[src/rtl/xtal32k_pkg.sv]
// rtl/xtal32k_pkg.sv - shared state encoding and default parameters for the 32 kHz crystal controller
package xtal32k_pkg;

  typedef enum logic [2:0] {
    ST_OFF    = 3'd0,
    ST_START  = 3'd1,
    ST_SETTLE = 3'd2,
    ST_RUN    = 3'd3,
    ST_FAULT  = 3'd4
  } xtal32k_state_t;

  localparam int DEF_SYNC_STAGES   = 2;
  localparam int DEF_BOOST_EDGES   = 256;
  localparam int DEF_SETTLE_EDGES  = 1024;
  localparam int DEF_START_TIMEOUT = 1 << 22;
  localparam int DEF_EDGE_TIMEOUT  = 2048;
  localparam int DEF_RETRY_CYCLES  = 1 << 16;
  localparam int DEF_CNT_W         = 24;

endpackage

[src/rtl/xtal32k_sync.sv]
// rtl/xtal32k_sync.sv - synchronizer chain and registered rising-edge detect for the 32 kHz clock
module xtal32k_sync
  import xtal32k_pkg::*;
#(
  parameter int SYNC_STAGES = DEF_SYNC_STAGES
) (
  input  logic clk,
  input  logic rst_n,
  input  logic din,
  output logic tick
);

  logic [SYNC_STAGES-1:0] chain;
  logic                   prev;

  always_ff @(posedge clk or negedge rst_n) begin
    if (!rst_n) begin
      chain <= '0;
      prev  <= 1'b0;
      tick  <= 1'b0;
    end else begin
      chain <= {chain[SYNC_STAGES-2:0], din};
      prev  <= chain[SYNC_STAGES-1];
      tick  <= chain[SYNC_STAGES-1] & ~prev;
    end
  end

endmodule

[src/rtl/xtal32k_ctrl.sv]
// rtl/xtal32k_ctrl.sv - start-up sequencer and loss-of-clock monitor for the 32 kHz crystal
// Optional auto-retry out of FAULT is built when XTAL32K_AUTORETRY_EN is defined.
module xtal32k_ctrl
  import xtal32k_pkg::*;
#(
  parameter int SYNC_STAGES   = DEF_SYNC_STAGES,
  parameter int BOOST_EDGES   = DEF_BOOST_EDGES,
  parameter int SETTLE_EDGES  = DEF_SETTLE_EDGES,
  parameter int START_TIMEOUT = DEF_START_TIMEOUT,
  parameter int EDGE_TIMEOUT  = DEF_EDGE_TIMEOUT,
  parameter int RETRY_CYCLES  = DEF_RETRY_CYCLES,
  parameter int CNT_W         = DEF_CNT_W
) (
  input  logic             clk,
  input  logic             rst_n,
  input  logic             en,
  input  logic             xtal_dout,
  output logic             xtal_ena,
  output logic             xtal_boost,
  output logic             clk32_tick,
  output logic             clk_good,
  output logic             fault,
  output logic [CNT_W-1:0] period,
  output logic [2:0]       state
);

  if (SYNC_STAGES < 2 || RETRY_CYCLES < 1 || CNT_W < 2) begin : g_bad_params
    $error("xtal32k_ctrl: invalid parameters");
  end

  localparam logic [CNT_W-1:0] BOOST_LAST  = CNT_W'(BOOST_EDGES - 1);
  localparam logic [CNT_W-1:0] SETTLE_LAST = CNT_W'(SETTLE_EDGES - 1);
  localparam logic [CNT_W-1:0] START_LAST  = CNT_W'(START_TIMEOUT - 1);
  localparam logic [CNT_W-1:0] EDGE_LAST   = CNT_W'(EDGE_TIMEOUT - 1);

  xtal32k_state_t   st, nxt;
  logic [CNT_W-1:0] wd, ecnt;
  logic             first, active, timeout, edges_done, enter_start;

  xtal32k_sync #(.SYNC_STAGES(SYNC_STAGES)) u_sync (
    .clk  (clk),
    .rst_n(rst_n),
    .din  (xtal_dout),
    .tick (clk32_tick)
  );

`ifdef XTAL32K_AUTORETRY_EN
  localparam logic [CNT_W-1:0] RETRY_LAST = CNT_W'(RETRY_CYCLES - 1);
  logic [CNT_W-1:0] retry;

  always_ff @(posedge clk or negedge rst_n) begin
    if (!rst_n)              retry <= '0;
    else if (st != ST_FAULT) retry <= '0;
    else                     retry <= retry + 1'b1;
  end
`endif

  // A tick landing on the watchdog limit wins: the edge was on time.
  always_comb begin
    active     = (st == ST_START) || (st == ST_SETTLE) || (st == ST_RUN);
    timeout    = active && !clk32_tick && (wd == ((st == ST_START) ? START_LAST : EDGE_LAST));
    edges_done = clk32_tick && (ecnt == ((st == ST_START) ? BOOST_LAST : SETTLE_LAST));
    nxt        = st;
    if (!en) begin
      nxt = ST_OFF;
    end else begin
      case (st)
        ST_OFF:    nxt = ST_START;
        ST_START:  if (timeout) nxt = ST_FAULT; else if (edges_done) nxt = ST_SETTLE;
        ST_SETTLE: if (timeout) nxt = ST_FAULT; else if (edges_done) nxt = ST_RUN;
        ST_RUN:    if (timeout) nxt = ST_FAULT;
        ST_FAULT: begin
`ifdef XTAL32K_AUTORETRY_EN
          if (retry == RETRY_LAST) nxt = ST_START;
`endif
        end
        default:   nxt = ST_OFF;
      endcase
    end
    enter_start = (nxt == ST_START) && (st != ST_START);
  end

  always_ff @(posedge clk or negedge rst_n) begin
    if (!rst_n) begin
      st         <= ST_OFF;
      xtal_ena   <= 1'b0;
      xtal_boost <= 1'b0;
      clk_good   <= 1'b0;
      fault      <= 1'b0;
      period     <= '0;
      wd         <= '0;
      ecnt       <= '0;
      first      <= 1'b0;
    end else begin
      st         <= nxt;
      xtal_ena   <= (nxt == ST_START) || (nxt == ST_SETTLE) || (nxt == ST_RUN);
      xtal_boost <= (nxt == ST_START);
      clk_good   <= (nxt == ST_RUN);

      if (enter_start)          fault <= 1'b0;
      else if (nxt == ST_FAULT) fault <= 1'b1;

      if (enter_start || !active || clk32_tick) wd <= '0;
      else                                      wd <= wd + 1'b1;

      if (enter_start || (st == ST_START && nxt == ST_SETTLE)) ecnt <= '0;
      else if (active && clk32_tick && ecnt != '1)             ecnt <= ecnt + 1'b1;

      // The first edge after START entry has no valid predecessor to measure from.
      if (enter_start)              first <= 1'b1;
      else if (active && clk32_tick) first <= 1'b0;

      if (active && clk32_tick && !first) period <= wd + 1'b1;
    end
  end

  assign state = st;

endmodule

[config.mk]
export PLATFORM = sky130hd
export DESIGN_NAME = xtal32k_ctrl
export DESIGN_NICKNAME = d
export VERILOG_FILES = /design/src/rtl/xtal32k_pkg.sv /design/src/rtl/xtal32k_sync.sv /design/src/rtl/xtal32k_ctrl.sv
export SDC_FILE = /design/constraint.sdc
export NUM_CORES = 1
export LEC_CHECK = 0
export ABC_CLOCK_PERIOD_IN_PS = 2600
export BUFFER_PORTS_ARGS = -buffer_cell sky130_fd_sc_hd__buf_4
export CAP_MARGIN = 10
export CORE_ASPECT_RATIO = 1.5
export CORE_MARGIN = 2
export CORE_UTILIZATION = 35
export DETAILED_ROUTE_END_ITERATION = 8
export HOLD_SLACK_MARGIN = 0.02
export SKIP_CTS_REPAIR_TIMING = 1
export SLEW_MARGIN = 10
export SYNTH_ARGS = -nofsm -noshare
export SYNTH_HDL_FRONTEND = slang
export SYNTH_SLANG_ARGS = --single-unit
[constraint.sdc]
create_clock -name clk -period 2.6 [get_ports clk]
set_input_delay 0.39 -clock clk [delete_from_list [all_inputs] [get_ports clk]]
set_output_delay 0.39 -clock clk [all_outputs]
set_load 0.02 [all_outputs]
# Yosys cells after proc, flatten, opt, wreduce, memory -nomap -nowiden
# Cells that the tools add are included.
[word_totals]
ram_bits = 0
ff_bits = 84
wordCells = 66
latchBits = 0
n_memories = 0
romBits = 0
out_inout_bits = 32
in_bits = 4
[classes]
eq_ne = 12
n_bitwise = 2
reduce_logical = 22
addsub = 2
n_shift = 0
div = 0
multipliers = 0
order_cmp = 0
n_mux = 16
[ops]
columns = ["operator", "count"]
rows = [
  ["24-bit two-way mux", 3],
  ["24-bit by 1-bit adder with 24-bit output, second input constant", 2],
  ["24-bit by 10-bit equality test with 1-bit output", 1],
  ["24-bit by 22-bit equality test with 1-bit output", 1],
  ["24-bit != test, second input constant", 1],
  ["22-bit two-way mux", 1],
  ["3-bit two-way mux", 6],
  ["3-bit case mux with 5 select lines", 1],
  ["3-bit by 2-bit equality test with 1-bit output, second input constant", 4],
  ["10-bit two-way mux", 1],
  ["1-bit logical AND", 8],
  ["1-bit logical OR", 7],
  ["3-bit by 1-bit equality test with 1-bit output, second input constant", 2],
  ["3-bit equality test, second input constant", 2],
  ["2-bit nonzero test", 3],
  ["1-bit two-way mux", 4],
  ["1-bit logical NOT", 3],
  ["3-bit logical NOT", 1],
  ["3-bit by 1-bit != test with 1-bit output, second input constant", 1],
  ["1-bit bitwise AND", 1],
  ["1-bit inverter", 1],
]

# Longest topological paths before layout
# Gate-level depths: netlist (run 1).
[depth]
depth_word = 13
ltp_mapped = 7
mapped_depth_nobuf = 6

# Hierarchy
# A second synthesis (run 1) with hierarchy kept.
[hier_totals]
cells_unflattened = 412
area_unflattened_um2 = 4000.1
[modules_own_cells]
columns = ["mod", "cells_per_inst", "n_inst", "seq_area_each_um2", "area_each_um2"]
rows = [
  ["xtal32k_ctrl", 407, 1, 2001.9, 3886.2],
  ["xtal32k_sync", 5, 1, 100.1, 113.9],
]

# Worst setup path after synthesis (run 1)
# OpenSTA, ideal clock, no wires.
[synth_path]
path_type = "register to register"
from = "register st[0] (netlist: state[0])"
to = "register ecnt[13]"
setup_slack_ns = 0.593
t_required_ns = 2.481
path_stages_with_launch = 7
arrival_time_ns = 1.889
cell_sequence = "dfrtp_1 > or3b_1 > mux2i_1 > nor4_4 > o21ba_4 > buf_6 > nor2_1"
[synth_via]
elab_chain_cells = 12
word_cells_on_any_way = 31
cone_classes = "eq/ne (9); mux (10); reduce/logical (12)"
[synth_rtl]
columns = ["item", "line_no", "source"]
rows = [
  ["start, declared", "xtal32k_ctrl.sv:36", "xtal32k_state_t st, nxt;"],
  ["start signal, assigned", "xtal32k_ctrl.sv:95", "st <= nxt;"],
  ["3-bit by 1-bit equality test with 1-bit output or 3-bit by 2-bit equality test with 1-bit output (tied branches)", "-", ""],
  ["10-bit two-way mux or 1-bit logical OR (tied branches)", "xtal32k_ctrl.sv:62, xtal32k_ctrl.sv:60", ""],
  ["24-bit by 10-bit equality test with 1-bit output or 1-bit logical OR (tied branches)", "xtal32k_ctrl.sv:62, xtal32k_ctrl.sv:60", ""],
  ["1-bit logical AND, on equally long branches", "xtal32k_ctrl.sv:62, xtal32k_ctrl.sv:61", ""],
  ["3-bit two-way mux, or another cell as far along", "xtal32k_ctrl.sv:70", "ST_SETTLE: if (timeout) nxt = ST_FAULT; else if (edges_done) nxt = ST_RUN;"],
  ["3-bit two-way mux, on equally long branches", "xtal32k_ctrl.sv:70, xtal32k_ctrl.sv:69, xtal32k_ctrl.sv:71", ""],
  ["3-bit case mux with 5 select lines", "xtal32k_ctrl.sv:67", "case (st)"],
  ["3-bit two-way mux", "xtal32k_ctrl.sv:64", "if (!en) begin"],
  ["3-bit by 1-bit equality test with 1-bit output or 3-bit by 2-bit equality test with 1-bit output (tied branches)", "xtal32k_ctrl.sv:80, xtal32k_ctrl.sv:106", ""],
  ["1-bit logical AND, on equally long branches", "xtal32k_ctrl.sv:80, xtal32k_ctrl.sv:106", ""],
  ["1-bit logical OR", "xtal32k_ctrl.sv:106", "if (enter_start || (st == ST_START && nxt == ST_SETTLE)) ecnt <= '0;"],
  ["24-bit two-way mux or 2-bit nonzero test (tied branches)", "-", ""],
  ["end signal, assigned", "xtal32k_ctrl.sv:107", "else if (active && clk32_tick && ecnt != '1) ecnt <= ecnt + 1'b1;"],
  ["end, declared", "xtal32k_ctrl.sv:37", "logic [CNT_W-1:0] wd, ecnt;"],
]
# Several ways; a longest one is shown, not always the timed one.
# A chain may end at the register's enable or synchronous reset.

# Final worst setup path (run 1)
[layout_path]
from = "register st[0] (netlist: state[0])"
to = "register ecnt[5]"
# The elaborated chain is that of the path after synthesis.

==> results of run 1 <==
-- path summary, 6_finish.rpt --
kind	from	to	slack, ns	cells past startpoint
hold / removal	xtal_dout	u_sync.chain[0]$_DFF_PN0_	0.15	1
max in group asynchronous	rst_n	wd[13]$_DFF_PN0_	1.46	3
min in group asynchronous	rst_n	ecnt[16]$_DFFE_PN0P_	0.51	2
setup / recovery	state[0]$_DFF_PN0_	ecnt[5]$_DFFE_PN0P_	0.42	5
setup reg to reg	state[0]$_DFF_PN0_	ecnt[5]$_DFFE_PN0P_	0.42	5
hold reg to reg	u_sync.chain[0]$_DFF_PN0_	u_sync.chain[1]$_DFF_PN0_	0.35	0
-- state kept, by name, summed over array words and instances, names as in the netlist --
register,cells
state,3
u_sync.chain,2
u_sync.prev,1
first,1
fault,1
xtal_ena,1
ecnt,24
xtal_boost,1
u_sync.tick,1
wd,24
period,24
clk_good,1
-- per-stage QoR --
step | power [mW] | util, % | std cells
floorplan | 1.842 | - | 398
global placement | 2.107 | 40.01 | 574
detailed placement | 2.118 | 40.01 | 574
CTS | 3.305 | 42.42 | 589
global route | 3.394 | 42.51 | 590
finish | 3.255 | 42.51 | 590
-- metal layers --
metal	share of wire, %	vias up	wire length (µm)	GRT usage [%]
met4	2.8	0	244	8.333
li1	-	1493	-	-
met3	2.7	18	242	2.344
met2	53	52	4655	27.28
met5	0	-	0	0
met1	42	1508	3700	17.51
-- kinds of logic (layout without fill, tap and decap cells) --
kind of cell | Yosys count | in the layout | synth area share (%)
AND/OR/NAND/NOR | 192 | 192 | 25.89
flip-flops | 84 | 84 | 52.65
AO/OA/AOI/OAI | 64 | 64 | 9.966
XOR/XNOR | 35 | 35 | 7.678
buffers and inverters | 19 | 64 | 2.663
adder cells (fa/ha/maj) | 2 | 2 | 0.6267
multiplexers | 2 | 2 | 0.5327
-- worst reg2reg max path, cell delays in order (launching register included) --
cell,delay [ns]
dfrtp_1,0.49
or3b_1,0.44
mux2i_1,0.17
nor4_4,0.42
o21ba_4,0.41
nor2_1,0.11
-- power breakdown --
part / switching (mW) / internal, mW / leakage (nW) / total, mW
Combinational: 0.325 / 0.236 / 0.758 / 0.561
Sequential: 0.0865 / 1.44 / 1.10 / 1.53
Clock: 0.527 / 0.641 / 0.124 / 1.17
-- Yosys cell counts (all sizes together), types with 6 or more instances --
| library cell | number | area, µm² |
|---|---|---|
| nand3 | 21 | 115.1 |
| nor2 | 72 | 270.3 |
| a21oi | 38 | 209.0 |
| and3 | 10 | 70.06 |
| o21ai | 9 | 45.04 |
| inv | 6 | 22.52 |
| dfrtp | 84 | 2102 |
| or3 | 7 | 43.79 |
| clkbuf | 9 | 35.03 |
| xnor2 | 17 | 148.9 |
| nand2 | 23 | 88.84 |
| nor4 | 16 | 136.4 |
| and4 | 7 | 63.81 |
| xor2 | 18 | 157.7 |
| nand4 | 12 | 81.33 |
-- area by class of cell --
cell class              instances  area, µm²  share of cell area, %
well taps                     147      183.9                  3.914
flip-flops and latches         84       2102                  44.73
clock buffers                   9      225.2                  4.792
multi-input cells             295       1787                  38.02
inverters                       6      22.52                 0.4792
repair buffers                 43      337.8                  7.188
clock inverters                 6      41.29                 0.8786
==> results.md, run 1 <==
* Input/output buffers at 35
* P per Cell Area at 692.6 mW/mm²
* Total GRT Usage at 15.30%
* Fin. max-slew vios at 0
* Sequential share of the synthesized area at 52.65%
* Grt ovf at 0
* Worst setup SP type: flop
* Post-Place Setup Slack at 0.4231 ns
* Worst min-delay path category: in2reg
* Run status: finished clean
* CTS tree: done
* CP max-delay cell: dfrtp_1
* Clock sink total at 84
* Final Cycle Share at 84.01%
* Final hold slack at 0.1481 ns
* FFs w/ async S/R, synth at 100.0%
* Relative slew slack at 53.59%
* Overall die width at 91.21 µm
* Maximum vdd drop at 0.4500 mV
* Yosys reg bits at 84
* Die ar. at 0.01230 mm²
* Crit path cell chain: or3b_1 -> mux2i_1 -> nor4_4 -> o21ba_4 -> nor2_1
* First-pass GRT wire length at 15060 µm
* Most common cell after layout, fill and taps aside: dfrtp_1
* Num ports at 36
* Setup TNS Final at 0 ns
* Worst path max stage delay at 0.49 ns
* Setup WS post-layout at 0.4157 ns
* Main flop type after synthesis: dfrtp_1
* Root Driver: clkbuf_16
* Wire per inst at 14.99 µm
* Largest net degree at the start of global routing at 57
* Area Overhead vs Synth at 17.71%
* Design area at 0.004700 mm²
* DRT Pass-1 Iters at 4
* CTS Buf Count at 9
* Vias per inst at 5.205
* Unique masters post-synth at 52
* Min cycle time layout at 2.184 ns
* Total number of vias at 3071
* Synthesized net count at 404
* Clock slew at reported path FFs at 0.06 ns
* Antenna diode count at 0
* Worst Path Buf+Inv at 0
* Vias in the first global route at 3123
* Ys Warns at 0
* CTS Buffer Depth at 2
* Final setup violation count at 0
* Nets at 445
* Max Clk Rate at 457.8 MHz
* Most frequent cells in the layout: dfrtp_1 (84), nor2_1 (71), buf_4 (41)
* Synth Instances at 398
* Max-cap violation count at 0
* Leakage power at 1.985 nW
* Die height at 134.8 µm
* Fill count at 1126
* Antenna-violating nets left at 0
* Critical path class: reg2reg
* Routed wire length at 8842 µm
* Initial antenna violation count at 0
* Post-DP HPWL at 6224 µm
* Layout cells sized above 1 at 18.06%
* Top delay family on crit path: simple AND/OR/NAND/NOR gates
* Largest fanout on the critical path at 24
* Area after DPL at 0.004423 mm²
* Arrival @ worst endpoint at 2.39 ns
* Worst Path Required at 2.81 ns
* Unrepaired setup endpoints after global routing: no
* Hold Fails Final Rpt at 0
* Post-synth EDFFs at 0
* Worst Tran Pin Value at 0.6786 ns
* Row cnt at 47
* Effective utilization at floorplan at 36.11%
* Residual DRC at 0
* Number of H-tree levels at 3
* Layout Skew at 0.008276 ns
* Clk Latency, worst-skew pair at 0.34 ns
* Drt first-iter violations at 116
* Worst setup EP type: flop
* Synth Area per Inst at 10.03 µm²
* Core area at 0.01106 mm²
* GPL Wtd Cong at 0.8112
* Cell Area, Synth at 0.003993 mm²
(Power assumes the default switching activity.)
==> run 2, diff against run 1 <==
--- a/config.mk
+++ b/config.mk
@@ -5,7 +5,7 @@
 export SDC_FILE = /design/constraint.sdc
 export NUM_CORES = 1
 export LEC_CHECK = 0
-export ABC_CLOCK_PERIOD_IN_PS = 2600
+export ABC_CLOCK_PERIOD_IN_PS = 1940
 export BUFFER_PORTS_ARGS = -buffer_cell sky130_fd_sc_hd__buf_4
 export CAP_MARGIN = 10
 export CORE_ASPECT_RATIO = 1.5
==> constraint.sdc (replaced) <==
create_clock -name clk -period 1.94 [get_ports clk]
set_input_delay 0.291 -clock clk [delete_from_list [all_inputs] [get_ports clk]]
set_output_delay 0.291 -clock clk [all_outputs]
set_load 0.02 [all_outputs]
==> results.md, run 2 (same netlist as run 1, synthesis figures left out) <==
* Worst setup EP type: flop
* Crit path cell chain: ha_2 -> and2_4 -> and3_4 -> a311o_1 -> or4_1 -> a21oi_2
* First-pass GRT wire length at 15200 µm
* Final Cycle Share at 98.70%
* Layout cells sized above 1 at 25.32%
* Effective utilization at floorplan at 36.11%
* Fill count at 1079
* CP max-delay cell: or4_1
* Worst path max stage delay at 0.49 ns
* Arrival @ worst endpoint at 2.18 ns
* Area Overhead vs Synth at 25.60%
* Overall die width at 91.21 µm
* Max Clk Rate at 522.3 MHz
* Area after DPL at 0.004659 mm²
* Clk Latency, worst-skew pair at 0.34 ns
* Number of H-tree levels at 3
* Nets at 471
* Leakage power at 2.137 nW
* Setup WS post-layout at 0.02529 ns
* GPL Wtd Cong at 0.8818
* Worst Tran Pin Value at 0.4318 ns
* Relative slew slack at 71.22%
* Routed wire length at 8916 µm
* Worst min-delay path category: in2reg
* Max-cap violation count at 0
* Antenna-violating nets left at 0
* Post-layout util at 45.36%
* Area of the multi-input gates at 0.001846 mm²
* Core area at 0.01106 mm²
* P per Cell Area at 893.5 mW/mm²
* Unrepaired setup endpoints after global routing: yes
* CTS Buf Count at 9
* Grt ovf at 0
* Initial antenna violation count at 0
* Root Driver: clkbuf_16
* Register area at 0.002103 mm²
* Run status: finished clean
* Clock sink total at 84
* Maximum vdd drop at 0.4061 mV
* CTS Buffer Depth at 2
* Largest fanout on the critical path at 3
* Vias per inst at 5.091
* Critical path class: reg2reg
* Input/output buffers at 35
* Wire per inst at 14.45 µm
* Largest net degree at the start of global routing at 50
* Design area at 0.005015 mm²
* Antenna diode count at 0
* Min cycle time layout at 1.915 ns
* Hold Fails Final Rpt at 0
* Clock slew at reported path FFs at 0.06 ns
* Final hold slack at 0.05528 ns
* Total number of vias at 3141
* Final setup violation count at 0
* Residual DRC at 0
* Num ports at 36
* Die ar. at 0.01230 mm²
* CTS tree: done
* Total GRT Usage at 15.44%
* Most frequent cells in the layout: dfrtp_1 (83), nor2_1 (71), buf_4 (64)
* Die height at 134.8 µm
* Row cnt at 47
* Most common cell after layout, fill and taps aside: dfrtp_1
* Layout Skew at 0.009857 ns
* Post-Place Setup Slack at -0.05283 ns
* Drt first-iter violations at 120
* Worst setup SP type: flop
* Post-DP HPWL at 6500 µm
* Vias in the first global route at 3142
* DRT Pass-1 Iters at 4
* Largest regs: ecnt x24, period x24, wd x24
* Worst Path Required at 2.21 ns
* Fin. max-slew vios at 0
[run 2: cell types whose count changed in the layout (fill, tap and decap cells not counted), sizes merged]
cell,before,now
buf,42,68
clkbuf,9,12
clkinv,2,1
clkinvlp,3,2
[run 2: final cells by class]
class	count	share of cell area [%]
flip-flops and latches	84	41.94
well taps	147	3.668
clock inverters	4	0.6487
clock buffers	12	5.115
multi-input cells	295	36.80
inverters	6	0.4491
repair buffers	69	11.38
[run 2: worst max-delay path: cells and delay by family, from the launching register on]
family | cells | cell delay (ns)
compound gates | 2 | 0.44
simple gates | 3 | 0.83
fa+ha+maj | 1 | 0.19
flops | 1 | 0.38
[run 2: path summary, 6_finish.rpt]
check	slack (ns)	from	cells past startpoint	end
hold / removal	0.06	xtal_dout	1	u_sync.chain[0]$_DFF_PN0_
setup / recovery	0.03	ecnt[0]$_DFFE_PN0P_	6	ecnt[17]$_DFFE_PN0P_
min in group asynchronous	0.36	rst_n	2	xtal_ena$_DFF_PN0_
max in group asynchronous	1.02	rst_n	3	state[0]$_DFF_PN0_
setup reg to reg	0.03	ecnt[0]$_DFFE_PN0P_	6	ecnt[17]$_DFFE_PN0P_
hold reg to reg	0.35	u_sync.chain[0]$_DFF_PN0_	0	u_sync.chain[1]$_DFF_PN0_
[run 2: layer usage]
metal	track usage [%]	wire length [µm]	part of all wire, %
met5	0	0	0
met4	6.902	201	2.3
met3	4.129	274	3.1
met2	27.33	4781	54
met1	17.32	3658	41
[run 2: power by group]
group | internal, mW | switching, mW | total [mW]
combinational | 0.345 | 0.452 | 0.796
sequential | 1.93 | 0.105 | 2.03
clock | 0.945 | 0.705 | 1.65
[run 2: through the flow]
| step | TNS (ns) | power (mW) | std cells |
|---|---|---|---|
| 2_1_floorplan | 0 | 2.470 | 398 |
| 3_3_place_gp | -0.06322 | 2.857 | 600 |
| 3_5_place_dp | -0.1924 | 2.874 | 600 |
| 4_1_cts | -0.2637 | 4.529 | 616 |
| 5_1_grt | -0.07708 | 4.695 | 617 |
| 6_report | 0 | 4.481 | 617 |
